File: src/rtl/iserdes_train_pkg.sv
// Shared state encoding and default constants for the ISERDES word-alignment trainer.
package iserdes_train_pkg;

  localparam int         DEF_WIDTH         = 10;
  localparam logic [9:0] DEF_TRAIN_PATTERN = 10'h3E0;
  localparam int         DEF_MATCH_COUNT   = 8;
  localparam int         DEF_SETTLE_WORDS  = 4;

  typedef enum logic [2:0] {
    ST_IDLE,
    ST_WAIT_READY,
    ST_COMPARE,
    ST_SLIP,
    ST_SETTLE,
    ST_LOCKED,
    ST_FAIL
  } train_state_t;

  function automatic logic is_busy(train_state_t s);
    return (s == ST_WAIT_READY) || (s == ST_COMPARE) || (s == ST_SLIP) || (s == ST_SETTLE);
  endfunction

endpackage

File: src/rtl/iserdes_bitslip_ctrl.sv
// Word-alignment trainer: compares deserialized words with a training pattern and
// issues single-cycle active-low bitslip pulses until the pattern locks or slips run out.
module iserdes_bitslip_ctrl
  import iserdes_train_pkg::*;
#(
  parameter int               WIDTH         = DEF_WIDTH,
  parameter logic [WIDTH-1:0] TRAIN_PATTERN = WIDTH'(DEF_TRAIN_PATTERN),
  parameter int               MATCH_COUNT   = DEF_MATCH_COUNT,
  parameter int               SETTLE_WORDS  = DEF_SETTLE_WORDS,
  parameter int               MAX_SLIPS     = WIDTH
) (
  input  logic                             clk,
  input  logic                             reset_n,
  input  logic                             start,
  input  logic                             ser_ready_i,
  input  logic [WIDTH-1:0]                 rx_word_i,
  input  logic                             rx_word_valid_i,
  output logic                             bitslip_n_o,
  output logic                             aligned_o,
  output logic                             train_fail_o,
  output logic                             busy_o,
  output logic [$clog2(MAX_SLIPS+1)-1:0]   slip_count_o
);

  localparam int SLIP_W   = $clog2(MAX_SLIPS + 1);
  localparam int MATCH_W  = $clog2(MATCH_COUNT + 1);
  localparam int SETTLE_W = $clog2(SETTLE_WORDS + 1);

  localparam logic [SLIP_W-1:0]   SLIP_MAX    = SLIP_W'(MAX_SLIPS);
  localparam logic [MATCH_W-1:0]  MATCH_LAST  = MATCH_W'(MATCH_COUNT - 1);
  localparam logic [SETTLE_W-1:0] SETTLE_LAST = SETTLE_W'(SETTLE_WORDS - 1);

  train_state_t        state_reg, state_next;
  logic [MATCH_W-1:0]  match_cnt_reg, match_cnt_next;
  logic [SETTLE_W-1:0] settle_cnt_reg, settle_cnt_next;
  logic [SLIP_W-1:0]   slip_cnt_reg, slip_cnt_next;
  logic                restart;

  always_comb begin
    state_next      = state_reg;
    match_cnt_next  = match_cnt_reg;
    settle_cnt_next = settle_cnt_reg;
    slip_cnt_next   = slip_cnt_reg;
    restart         = 1'b0;

    case (state_reg)
      ST_IDLE, ST_FAIL: restart = start;
      ST_LOCKED:        restart = start || !ser_ready_i;
      ST_WAIT_READY: begin
        if (ser_ready_i) begin
          state_next = ST_SETTLE;
        end
      end
      ST_SETTLE: begin
        if (!ser_ready_i) begin
          restart = 1'b1;
        end else if (rx_word_valid_i) begin
          if (settle_cnt_reg == SETTLE_LAST) begin
            state_next      = ST_COMPARE;
            settle_cnt_next = '0;
            match_cnt_next  = '0;
          end else begin
            settle_cnt_next = settle_cnt_reg + SETTLE_W'(1);
          end
        end
      end
      ST_COMPARE: begin
        if (!ser_ready_i) begin
          restart = 1'b1;
        end else if (rx_word_valid_i) begin
          if (rx_word_i == TRAIN_PATTERN) begin
            match_cnt_next = match_cnt_reg + MATCH_W'(1);
            if (match_cnt_reg == MATCH_LAST) begin
              state_next = ST_LOCKED;
            end
          end else begin
            match_cnt_next = '0;
            state_next     = (slip_cnt_reg < SLIP_MAX) ? ST_SLIP : ST_FAIL;
          end
        end
      end
      ST_SLIP: begin
        // The pulse is one registered cycle long whatever ser_ready_i does.
        if (slip_cnt_reg != SLIP_MAX) begin
          slip_cnt_next = slip_cnt_reg + SLIP_W'(1);
        end
        if (!ser_ready_i) begin
          restart = 1'b1;
        end else begin
          state_next      = ST_SETTLE;
          settle_cnt_next = '0;
        end
      end
      default: state_next = ST_IDLE;
    endcase

    if (restart) begin
      state_next      = ST_WAIT_READY;
      match_cnt_next  = '0;
      settle_cnt_next = '0;
      slip_cnt_next   = '0;
    end
  end

  // Outputs are decoded from the next state so they are registered alongside it.
  always_ff @(posedge clk or negedge reset_n) begin
    if (!reset_n) begin
      state_reg      <= ST_IDLE;
      match_cnt_reg  <= '0;
      settle_cnt_reg <= '0;
      slip_cnt_reg   <= '0;
      bitslip_n_o    <= 1'b1;
      aligned_o      <= 1'b0;
      train_fail_o   <= 1'b0;
      busy_o         <= 1'b0;
    end else begin
      state_reg      <= state_next;
      match_cnt_reg  <= match_cnt_next;
      settle_cnt_reg <= settle_cnt_next;
      slip_cnt_reg   <= slip_cnt_next;
      bitslip_n_o    <= (state_next != ST_SLIP);
      aligned_o      <= (state_next == ST_LOCKED);
      train_fail_o   <= (state_next == ST_FAIL);
      busy_o         <= is_busy(state_next);
    end
  end

  assign slip_count_o = slip_cnt_reg;

endmodule

File: config.mk
export PLATFORM = sky130hd
export DESIGN_NAME = iserdes_bitslip_ctrl
export DESIGN_NICKNAME = d
export VERILOG_FILES = /design/src/rtl/iserdes_train_pkg.sv /design/src/rtl/iserdes_bitslip_ctrl.sv
export SDC_FILE = /design/constraint.sdc
export NUM_CORES = 1
export LEC_CHECK = 0
export BUFFER_PORTS_ARGS = -buffer_cell sky130_fd_sc_hd__buf_2
export CAP_MARGIN = 15
export CELL_PAD_IN_SITES_DETAIL_PLACEMENT = 0
export CELL_PAD_IN_SITES_GLOBAL_PLACEMENT = 1
export CORE_AREA = 2 2 50 75
export DETAILED_ROUTE_END_ITERATION = 10
export DIE_AREA = 0 0 52 77
export PLACE_DENSITY = 0.72
export SYNTH_ARGS = -nofsm -noshare
export SYNTH_HDL_FRONTEND = slang
export SYNTH_SLANG_ARGS = --single-unit
File: constraint.sdc
create_clock -name clk -period 1.54 [get_ports clk]
set_input_delay 0.077 -clock clk [delete_from_list [all_inputs] [get_ports clk]]
set_output_delay 0.077 -clock clk [all_outputs]
set_load 0.01 [all_outputs]
==> results of run 1 <==
worst max-delay path, cell delays in order, from the launching register on:
cell and delay (ns):
dfrtp_1 0.36, ha_2 0.18, nand3b_1 0.11, o311a_1 0.32
a221o_1 0.30, nor3_2 0.15, mux2i_1 0.19
report_power, final:
group / switching [mW] / internal, mW
Sequential: 0.0623 / 0.532
Combinational: 0.452 / 0.459
Clock: 0.166 / 0.227
Total: 0.680 / 1.22
routing by layer:
metal  share of wire (%)  routed length (um)  vias up
li1                    -                   -      582
met1                  38                1280      564
met5                   0                   0        -
met4                 2.9                  97        0
met3                 3.8                 128        8
met2                  55                1840       40
cell usage in the layout, fill, tap and decap left out, types with 4 or more instances in the layout:
cell type,netlist,final
buf_4,0,33
a21oi_1,9,7
nand3b_1,6,6
dfrtp_1,17,16
nor2_1,14,12
o21ai_0,8,7
clkbuf_8,0,4
buf_2,0,21
nand2_1,9,8
buf_6,0,4
nand2b_1,5,4
path summary, 6_finish.rpt:
path | cells after the start | end | from
hold / removal | 3 | settle_cnt_reg[1] | ser_ready_i
max in group asynchronous | 2 | bitslip_n_o | reset_n
min in group asynchronous | 2 | settle_cnt_reg[0] | reset_n
hold reg to reg | 2 | settle_cnt_reg[1] | settle_cnt_reg[1]
setup reg to reg | 6 | busy_o | match_cnt_reg[0]
setup / recovery | 6 | busy_o | match_cnt_reg[0]
cell families (layout without fill, tap and decap cells):
| kind of cell | after synthesis | count (layout) |
|---|---|---|
| AND/OR/NAND/NOR | 60 | 60 |
| AO/OA/AOI/OAI | 30 | 30 |
| flip-flops | 18 | 18 |
| buffers and inverters | 10 | 67 |
| adder cells (fa/ha/maj) | 5 | 5 |
| XOR/XNOR | 4 | 4 |
| multiplexers | 2 | 2 |
through the flow:
| stage | hold WS (ns) | cell area [um^2] | utilization [%] |
|---|---|---|---|
| after floorplan | -0.219 | 1160 | - |
| after global placement | 0.0248 | 1540 | 46.0 |
| after detailed placement | 0.0302 | 1540 | 46.0 |
| after CTS | 0.223 | 1700 | 50.7 |
| after global routing | 0.255 | 1780 | 53.1 |
| final | 0.232 | 1780 | 53.1 |
area by class of cell:
type	instances	area, um^2
Fill cell	307	1570
Sequential cell	18	453
Tap cell	42	52.6
Timing Repair Buffer	60	428
Clock buffer	4	55.1
Multi-Input combinational cell	101	778
Inverter	3	11.3
repair_timing:
action	4_1_cts	5_1_grt
hold buffers	1	0
endpoints found under the setup margin	11	15
endpoints found under the hold margin	17	0
buffers inserted	2	3
resized for setup	17	12
pin swaps	8	6
==> impl_metrics.json, run 1 <==
{
  "yosysTopAreaCell": "dfrtp_1",
  "path_class": "flop to flop",
  "postSynthCellCount": 129,
  "first_pass_iters": 4,
  "post-place-ws_ns": -0.334,
  "min_period_over_period_pct": 110,
  "synth-seq-cells": 18,
  "hold_viol_final": 0,
  "grt_use_met1_pct": 20.0,
  "cts_tree": "built",
  "tns_ns": -0.595,
  "synth_compound_area_share_pct": 17.1,
  "power_mw": 1.90,
  "drive_gt1_share_pct": 47.3,
  "ctsHtreeMaxLevel": 1,
  "ys_warn_count": 0,
  "place_inst": 218,
  "synthTopCellsByArea": "dfrtp_1, nor2_1, ha_1, a21oi_1, nand3b_1",
  "status": "finished, violations left",
  "synth_ff_type": "dfrtp_1",
  "worstPathMaxFanout": 2,
  "final_cells": 228,
  "synth.yosys.seq_area_share_pct": 39.4,
  "vias_per_cell": 5.24,
  "ys_top_cells_by_count": "dfrtp_1, nor2_1, a21oi_1, nand2_1, o21ai_0",
  "synthXorXnorAreaFrac_pct": 3.06,
  "initial_utilization_pct": 34.2,
  "period_needed_ns": 1.70,
  "power_density_nw_per_um2": 1070,
  "fin_nets": 206,
  "wl_mm": 3.35,
  "synthDistinctLibCells": 42,
  "clock_sinks": 18,
  "layout_setup_ws_ns": -0.159,
  "synth_enable_flop_cells": 0,
  "grt_pass1_vias": 1172,
  "num_antenna_cells": 0,
  "cts_root_buf": "clkbuf_8",
  "synth_top_family_by_area": "simple AND/OR/NAND/NOR gates",
  "use_met2_pct": 32.0,
  "vias": 1194,
  "worst_slew_pin_slew_ns": 0.419,
  "drt-wirelength-per-cell_um": 14.7,
  "rsz0062_at_grt": "yes",
  "met3_usage_pct": 2.14,
  "clk_pin_slew_ns": 0.07,
  "fmax_mhz": 588,
  "drt_iter0_drc": 20,
  "peakVddDrop_v": 0.000656,
  "holdCritPathClass": "primary input to flop",
  "grt_max_degree": 19,
  "syn_nets": 148,
  "synthAdderAreaFrac_pct": 5.24,
  "drtAntennaViolNets": 0,
  "critPathArrivalTime_ns": 1.88,
  "synthMuxAreaShare_pct": 1.75,
  "clock_skew_ns": 0.00600,
  "syn_to_final_growth_pct": 55.1,
  "cp-end-kind": "flop",
  "setup-violations-final": 8,
  "r2r_setup_slack_ns": -0.16,
  "p_leak_nw": 0.826,
  "drc": 0,
  "violations": "setup timing",
  "grt_pass1_wl_mm": 5.34,
  "cts_made_buffers": 3,
  "synthSimpleGateAreaFrac_pct": 30.1,
  "grtUsageTotal_pct": 17.9,
  "die_w_um": 52,
  "portBuffers": 22,
  "num_rows": 26,
  "dp_hpwl_mm": 2.47,
  "slew_headroom_pct": 72.1,
  "maxSlewViolCount": 0,
  "netlist_area_um2": 1150,
  "yosysTopAreaCellShare_pct": 37.1,
  "synth_area_per_cell_um2": 8.88,
  "gp_congestion": 0.852,
  "coreArea_um2": 3350,
  "critPathRequiredTime_ns": 1.72,
  "synthArstFlopShare_pct": 100,
  "dieArea_um2": 4000,
  "antenna_found_initial": 0,
  "ios": 23,
  "startpoint_type": "flop",
  "yosysMostFrequentCell": "dfrtp_1",
  "busiest_layer": "met2",
  "maxCapViolCount": 0,
  "cts_max_path_buffers": 2,
  "clock_latency_ns": 0.26,
  "die_height_um": 77,
  "overflow": 0
}
(Power assumes the default switching activity.)
==> run 2, diff against run 1 <==
--- a/config.mk
+++ b/config.mk
@@ -7,2 +7,3 @@
 export LEC_CHECK = 0
+export ABC_AREA = 1
 export BUFFER_PORTS_ARGS = -buffer_cell sky130_fd_sc_hd__buf_2
@@ -11,6 +12,6 @@
 export CELL_PAD_IN_SITES_GLOBAL_PLACEMENT = 1
-export CORE_AREA = 2 2 50 75
+export CORE_AREA = 2 2 51 77
 export DETAILED_ROUTE_END_ITERATION = 10
-export DIE_AREA = 0 0 52 77
-export PLACE_DENSITY = 0.72
+export DIE_AREA = 0 0 53 79
+export PLACE_DENSITY = 0.73
 export SYNTH_ARGS = -nofsm -noshare
==> constraint.sdc (replaced) <==
create_clock -name clk -period 1.54 [get_ports clk]
set_input_delay 0.308 -clock clk [delete_from_list [all_inputs] [get_ports clk]]
set_output_delay 0.308 -clock clk [all_outputs]
set_load 0.01 [all_outputs]
==> run 2 against run 1 <==
Effect of this change: the run now ends clean; design area decreased by 11%; worst hold slack better by 0.28 ns; synthesized cell count grew 26%; global-route usage shrank 2.5 points; critical endpoint unchanged; highest routed layer unchanged.
==> impl_metrics.json, run 2 <==
{
  "synth_ff_type": "dfrtp_1",
  "grtUsageTotal_pct": 15.4,
  "maxCapViolCount": 0,
  "place_inst": 237,
  "fmax_mhz": 659,
  "grt_pass1_vias": 1196,
  "fill_cells": 383,
  "slew_headroom_pct": 72.5,
  "initial_utilization_pct": 33.3,
  "portBuffers": 22,
  "worstPathMaxFanout": 6,
  "drive_gt1_share_pct": 35.4,
  "first_pass_iters": 5,
  "synthDistinctLibCells": 29,
  "gp_congestion": 0.835,
  "clock_sinks": 18,
  "status": "completed",
  "peakVddDrop_v": 0.000702,
  "synth_enable_flop_cells": 0,
  "synth-seq-cells": 18,
  "rr_worst_depth": 10,
  "path_class": "flop to flop",
  "r2r_setup_slack_ns": 0.02,
  "rsz0062_at_grt": "yes",
  "synth_area_per_cell_um2": 7.24,
  "p_leak_nw": 0.818,
  "cts_tree": "built",
  "vias": 1189,
  "netlist_area_um2": 1180,
  "drtAntennaViolNets": 0,
  "syn_nets": 182,
  "whs_ns": 0.509,
  "yosysTopAreaCellShare_pct": 36.1,
  "multi_input_area_um2": 669,
  "coreArea_um2": 3550,
  "ys_top_cells_by_count": "nand2_1, inv_1, nor2_1",
  "maxSlewViolCount": 0,
  "r2r-start": "state_reg[2]",
  "num_antenna_cells": 0,
  "final_common_cell": "nand2_1",
  "cp-end-kind": "flop",
  "holdCritPathClass": "primary input to async pin",
  "dpl_cell_area_um2": 1410,
  "drt_iter0_drc": 21,
  "cts_max_path_buffers": 2,
  "power_density_nw_per_um2": 1370,
  "grt_pass1_wl_mm": 4.89,
  "period_needed_ns": 1.52,
  "vias_per_cell": 4.78,
  "antenna_found_initial": 0,
  "yosysTopAreaCell": "dfrtp_1",
  "worstSetupStartpoint": "state_reg[2]",
  "worst_slew_pin_slew_ns": 0.413,
  "crit_path_end": "busy_o",
  "layout_common_cells": "nand2_1, inv_1, buf_2",
  "dieArea_um2": 4190,
  "syn_to_final_growth_pct": 34.3,
  "clock_skew_ns": 0.00677,
  "dp_hpwl_mm": 2.21,
  "drc": 0,
  "tns_ns": 0,
  "die_w_um": 53,
  "yosysMostFrequentCell": "nand2_1",
  "synthTopCellsByArea": "dfrtp_1, nand2_1, inv_1, nor2_1, nand3_1",
  "fin_nets": 226,
  "synth.yosys.seq_area_share_pct": 38.3,
  "seq_area_um2": 454,
  "startpoint_type": "flop",
  "num_rows": 27,
  "hold_viol_final": 0,
  "final_util_pct": 44.7,
  "design_area_um2": 1580,
  "final_cells": 249,
  "postSynthCellCount": 163,
  "grt_max_degree": 19,
  "r2r_end": "busy_o",
  "critPathRequiredTime_ns": 1.68,
  "die_height_um": 79,
  "wl_mm": 2.82,
  "min_period_over_period_pct": 98.5,
  "ys_warn_count": 0,
  "ctsHtreeMaxLevel": 1,
  "clk_pin_slew_ns": 0.07,
  "cts_made_buffers": 3,
  "critPathArrivalTime_ns": 1.66,
  "ios": 23,
  "drt-wirelength-per-cell_um": 11.3,
  "clock_latency_ns": 0.26,
  "setup-violations-final": 0,
  "cts_root_buf": "clkbuf_8",
  "synthArstFlopShare_pct": 100,
  "overflow": 0
}
[run 2: cell count changes in the layout (fill, tap and decap cells not counted), moves of 3 or more]
cell / change
nand2_2: +4
nand2_1: +24
nand3_1: +10
inv_1: +22
nand2b_1: -4
buf_6: -3
and3_1: -3
nor2_4: +3
nand3b_1: -5
buf_4: -17
o21ai_0: -3
nor2_1: +7
[run 2: how the worst min path moves through the flow]
stage / startpoint / endpoint / slack [ns] / cells past startpoint
6_report: reset_n / slip_count_o[1] / 0.51 / 2
3_3_place_gp: reset_n / state_reg[1] / 0.26 / 1
2_1_floorplan: reset_n / aligned_o / 0.01 / 0
3_5_place_dp: reset_n / state_reg[2] / 0.27 / 1
5_1_grt: reset_n / slip_count_o[1] / 0.55 / 2
4_1_cts: reset_n / slip_count_o[1] / 0.52 / 2
[run 2: kinds of logic after synthesis]
logic type      after synthesis  synth area share (%)
compound gates               23                  12.0
xor+xnor                      2                  1.48
fa+ha+maj                     4                  4.24
buf+inv                      29                  10.1
flops                        18                  38.3
simple gates                 87                  33.9
[run 2: layout make-up]
type                    count  share of cell area, %
clock buffers               4                   2.84
inverters                  28                   6.95
multi-input cells         116                   42.3
flip-flops and latches     18                   28.7
well taps                  43                   3.40
repair buffers             40                   15.9
[run 2: worst max-delay path: stages, from the launching register on]
cell and delay [ns]:
dfrtp_2 0.44, inv_1 0.06, nand2_1 0.07, nor2_4 0.17, inv_2 0.06, nor2_2 0.07, nand3_1 0.12, a21oi_4 0.24
inv_1 0.07, nand2_1 0.06, nand2_1 0.04
[run 2: layer usage]
layer | track usage, % | up-vias | part of all wire, %
met5 | 0 | - | 0
met4 | 6.92 | 0 | 2.2
met3 | 2.07 | 5 | 4.3
met2 | 27.4 | 30 | 54
met1 | 17.6 | 551 | 40
li1 | - | 603 | -
[run 2: timing repair]
item                       4_1_cts  5_1_grt
hold endpoints to repair        17        0
setup buffers                    4        3
pin swaps                        2        9
gates resized for setup          6       16
hold buffers                     1        0
setup endpoints to repair       11       13
[run 2: power by group]
group          switching [mW]  internal [mW]  total (mW)
Clock                   0.152          0.184       0.336
Combinational           0.676          0.500        1.18
Sequential             0.0796          0.584       0.664
[run 2: metrics by stage]
| step | setup WS [ns] | power (mW) |
|---|---|---|
| 6_report | 0.0226 | 2.18 |
| 4_1_cts | 0.00399 | 2.10 |
| 5_1_grt | -0.0862 | 2.37 |
| 3_5_place_dp | -0.102 | 1.62 |
| 3_3_place_gp | -0.0458 | 1.60 |
| 2_1_floorplan | 0.123 | 1.34 |
==> run 3, diff against run 2 <==
Settings changed: CORE_AREA 2 2 51 77 to 2 2 73 54, DIE_AREA 0 0 53 79 to 0 0 75 56, PLACE_DENSITY 0.73 to 0.74, SETUP_SLACK_MARGIN from default to 0.3.
==> run 3 against run 2 <==
Effect of this change: routed wire length rose by 11%; sequential share of layout area decreased by 4.3 points; combinational power up 31%; non-clock buffer count grew 16; via count rose by 3.6%; clock power up 15%; register-to-register slack barely moved; design area up 18%; core utilization is 9.7 points higher; total power up 20%; critical endpoint unchanged; highest routed layer unchanged.
==> impl_metrics.json, run 3 (synthesized netlist as in run 2, its figures left out) <==
{
  "r2r-start": "state_reg[0]",
  "peakVddDrop_v": 0.000738,
  "clk_pin_slew_ns": 0.07,
  "setup-violations-final": 0,
  "clock_sinks": 18,
  "ctsHtreeMaxLevel": 1,
  "grtUsageTotal_pct": 15.4,
  "crit_path_end": "busy_o",
  "final_common_cell": "nand2_1",
  "maxSlewViolCount": 0,
  "holdCritPathClass": "primary input to async pin",
  "maxCapViolCount": 0,
  "final_util_pct": 54.3,
  "critPathRequiredTime_ns": 1.69,
  "slowest_delay_ns": 0.47,
  "drc": 0,
  "ios": 23,
  "fmax_mhz": 661,
  "seq_area_um2": 455,
  "clock_skew_ns": 0.00450,
  "die_w_um": 75,
  "dp_hpwl_mm": 2.25,
  "cp_cell_sequence": "nand2_1, nor2_4, o21ai_2, nand2_4, a21oi_4, inv_2, nand2_1, nand2_1",
  "drive_gt1_share_pct": 50.5,
  "clock_latency_ns": 0.26,
  "layout_setup_ws_ns": 0.0264,
  "period_needed_ns": 1.51,
  "syn_to_final_growth_pct": 58.6,
  "hold_viol_final": 0,
  "drt_iter0_drc": 32,
  "antenna_found_initial": 0,
  "grt_pass1_vias": 1210,
  "rr_worst_depth": 8,
  "power_mw": 2.62,
  "path_class": "flop to flop",
  "num_antenna_cells": 0,
  "drtAntennaViolNets": 0,
  "grt_pass1_wl_mm": 5.15,
  "die_height_um": 56,
  "multi_input_area_um2": 779,
  "worstSetupStartpoint": "state_reg[0]",
  "worstPathMaxFanout": 6,
  "dieArea_um2": 4200,
  "grt_max_degree": 19,
  "post-place-ws_ns": -0.0271,
  "p_leak_nw": 0.923,
  "coreArea_um2": 3450,
  "cts_made_buffers": 3,
  "worst_slew_pin_slew_ns": 0.409,
  "power_density_nw_per_um2": 1400,
  "cts_max_path_buffers": 2,
  "fin_nets": 242,
  "gp_congestion": 0.856,
  "cts_root_buf": "clkbuf_8",
  "first_pass_iters": 4,
  "critPathArrivalTime_ns": 1.66,
  "num_rows": 18,
  "layout_common_cells": "nand2_1, buf_4, inv_1, buf_2, nor2_1",
  "drt-wirelength-per-cell_um": 11.5,
  "fill_cells": 326,
  "portBuffers": 22,
  "cts_tree": "built",
  "wl_mm": 3.13,
  "slew_headroom_pct": 72.7,
  "slowest_stage": "dfrtp_2",
  "status": "completed",
  "cp_common_cell": "nand2_1",
  "r2r_setup_slack_ns": 0.03,
  "vias_per_cell": 4.53,
  "tns_ns": 0,
  "rsz0062_at_grt": "yes",
  "min_period_over_period_pct": 98.3,
  "vias": 1232,
  "cp-end-kind": "flop",
  "startpoint_type": "flop",
  "overflow": 0,
  "initial_utilization_pct": 34.2,
  "r2r_end": "busy_o"
}
## run 3: cell types whose count changed in the layout (fill, tap and decap cells not counted), sizes merged
cell,delta
buf,+16
## run 3: worst max-delay path, delay by kind of cell, from the launching register on
kind / cells / cell delay [ns]
buffers and inverters: 1 / 0.06
AOI/OAI and AO/OA: 2 / 0.38
DFF: 1 / 0.47
and+or+nand+nor: 5 / 0.47
## run 3: worst min-delay path by stage
stage,to,slack (ns),cells past startpoint,from
floorplan,aligned_o,0.01,0,reset_n
global placement,slip_count_o[3],0.26,1,reset_n
detailed placement,match_cnt_reg[0],0.27,1,reset_n
CTS,state_reg[2],0.48,4,start
global route,slip_count_o[2],0.55,2,reset_n
finish,slip_count_o[3],0.51,2,reset_n
## run 3: metrics by stage
| step | std cells | area (um^2) | hold WS, ns |
|---|---|---|---|
| CTS | 267 | 1710 | 0.483 |
| floorplan | 163 | 1210 | 0.0124 |
| global placement | 254 | 1520 | 0.262 |
| detailed placement | 254 | 1520 | 0.272 |
| global route | 272 | 1870 | 0.551 |
| finish | 272 | 1870 | 0.513 |
## run 3: layout make-up
class                      instances  area share (%)
clock buffer                       4            2.94
inverter                          28            6.02
multi-input combinational        116            41.6
sequential                        18            24.3
tap                               50            3.34
timing repair buffer              56            21.7
## run 3: repair_timing
item / in CTS / in global routing
hold buffers: 1 / 0
setup endpoints to repair: 18 / 20
resized for setup: 22 / 30
setup buffers: 8 / 5
hold endpoints to repair: 17 / 0
pin swaps: 14 / 19
## run 3: power by group
part | internal, mW | switching (mW) | leakage [nW]
Sequential | 0.585 | 0.111 | 0.235
Clock | 0.227 | 0.161 | 0.0288
Combinational | 0.697 | 0.839 | 0.659
## run 3: routing by layer
metal | vias to the layer above | wire length [um] | track usage, %
met1 | 569 | 1430 | 21.2
met4 | 0 | 33 | 5.61
li1 | 641 | - | -
met3 | 4 | 110 | 1.99
met2 | 18 | 1560 | 24.4
met5 | - | 0 | 0
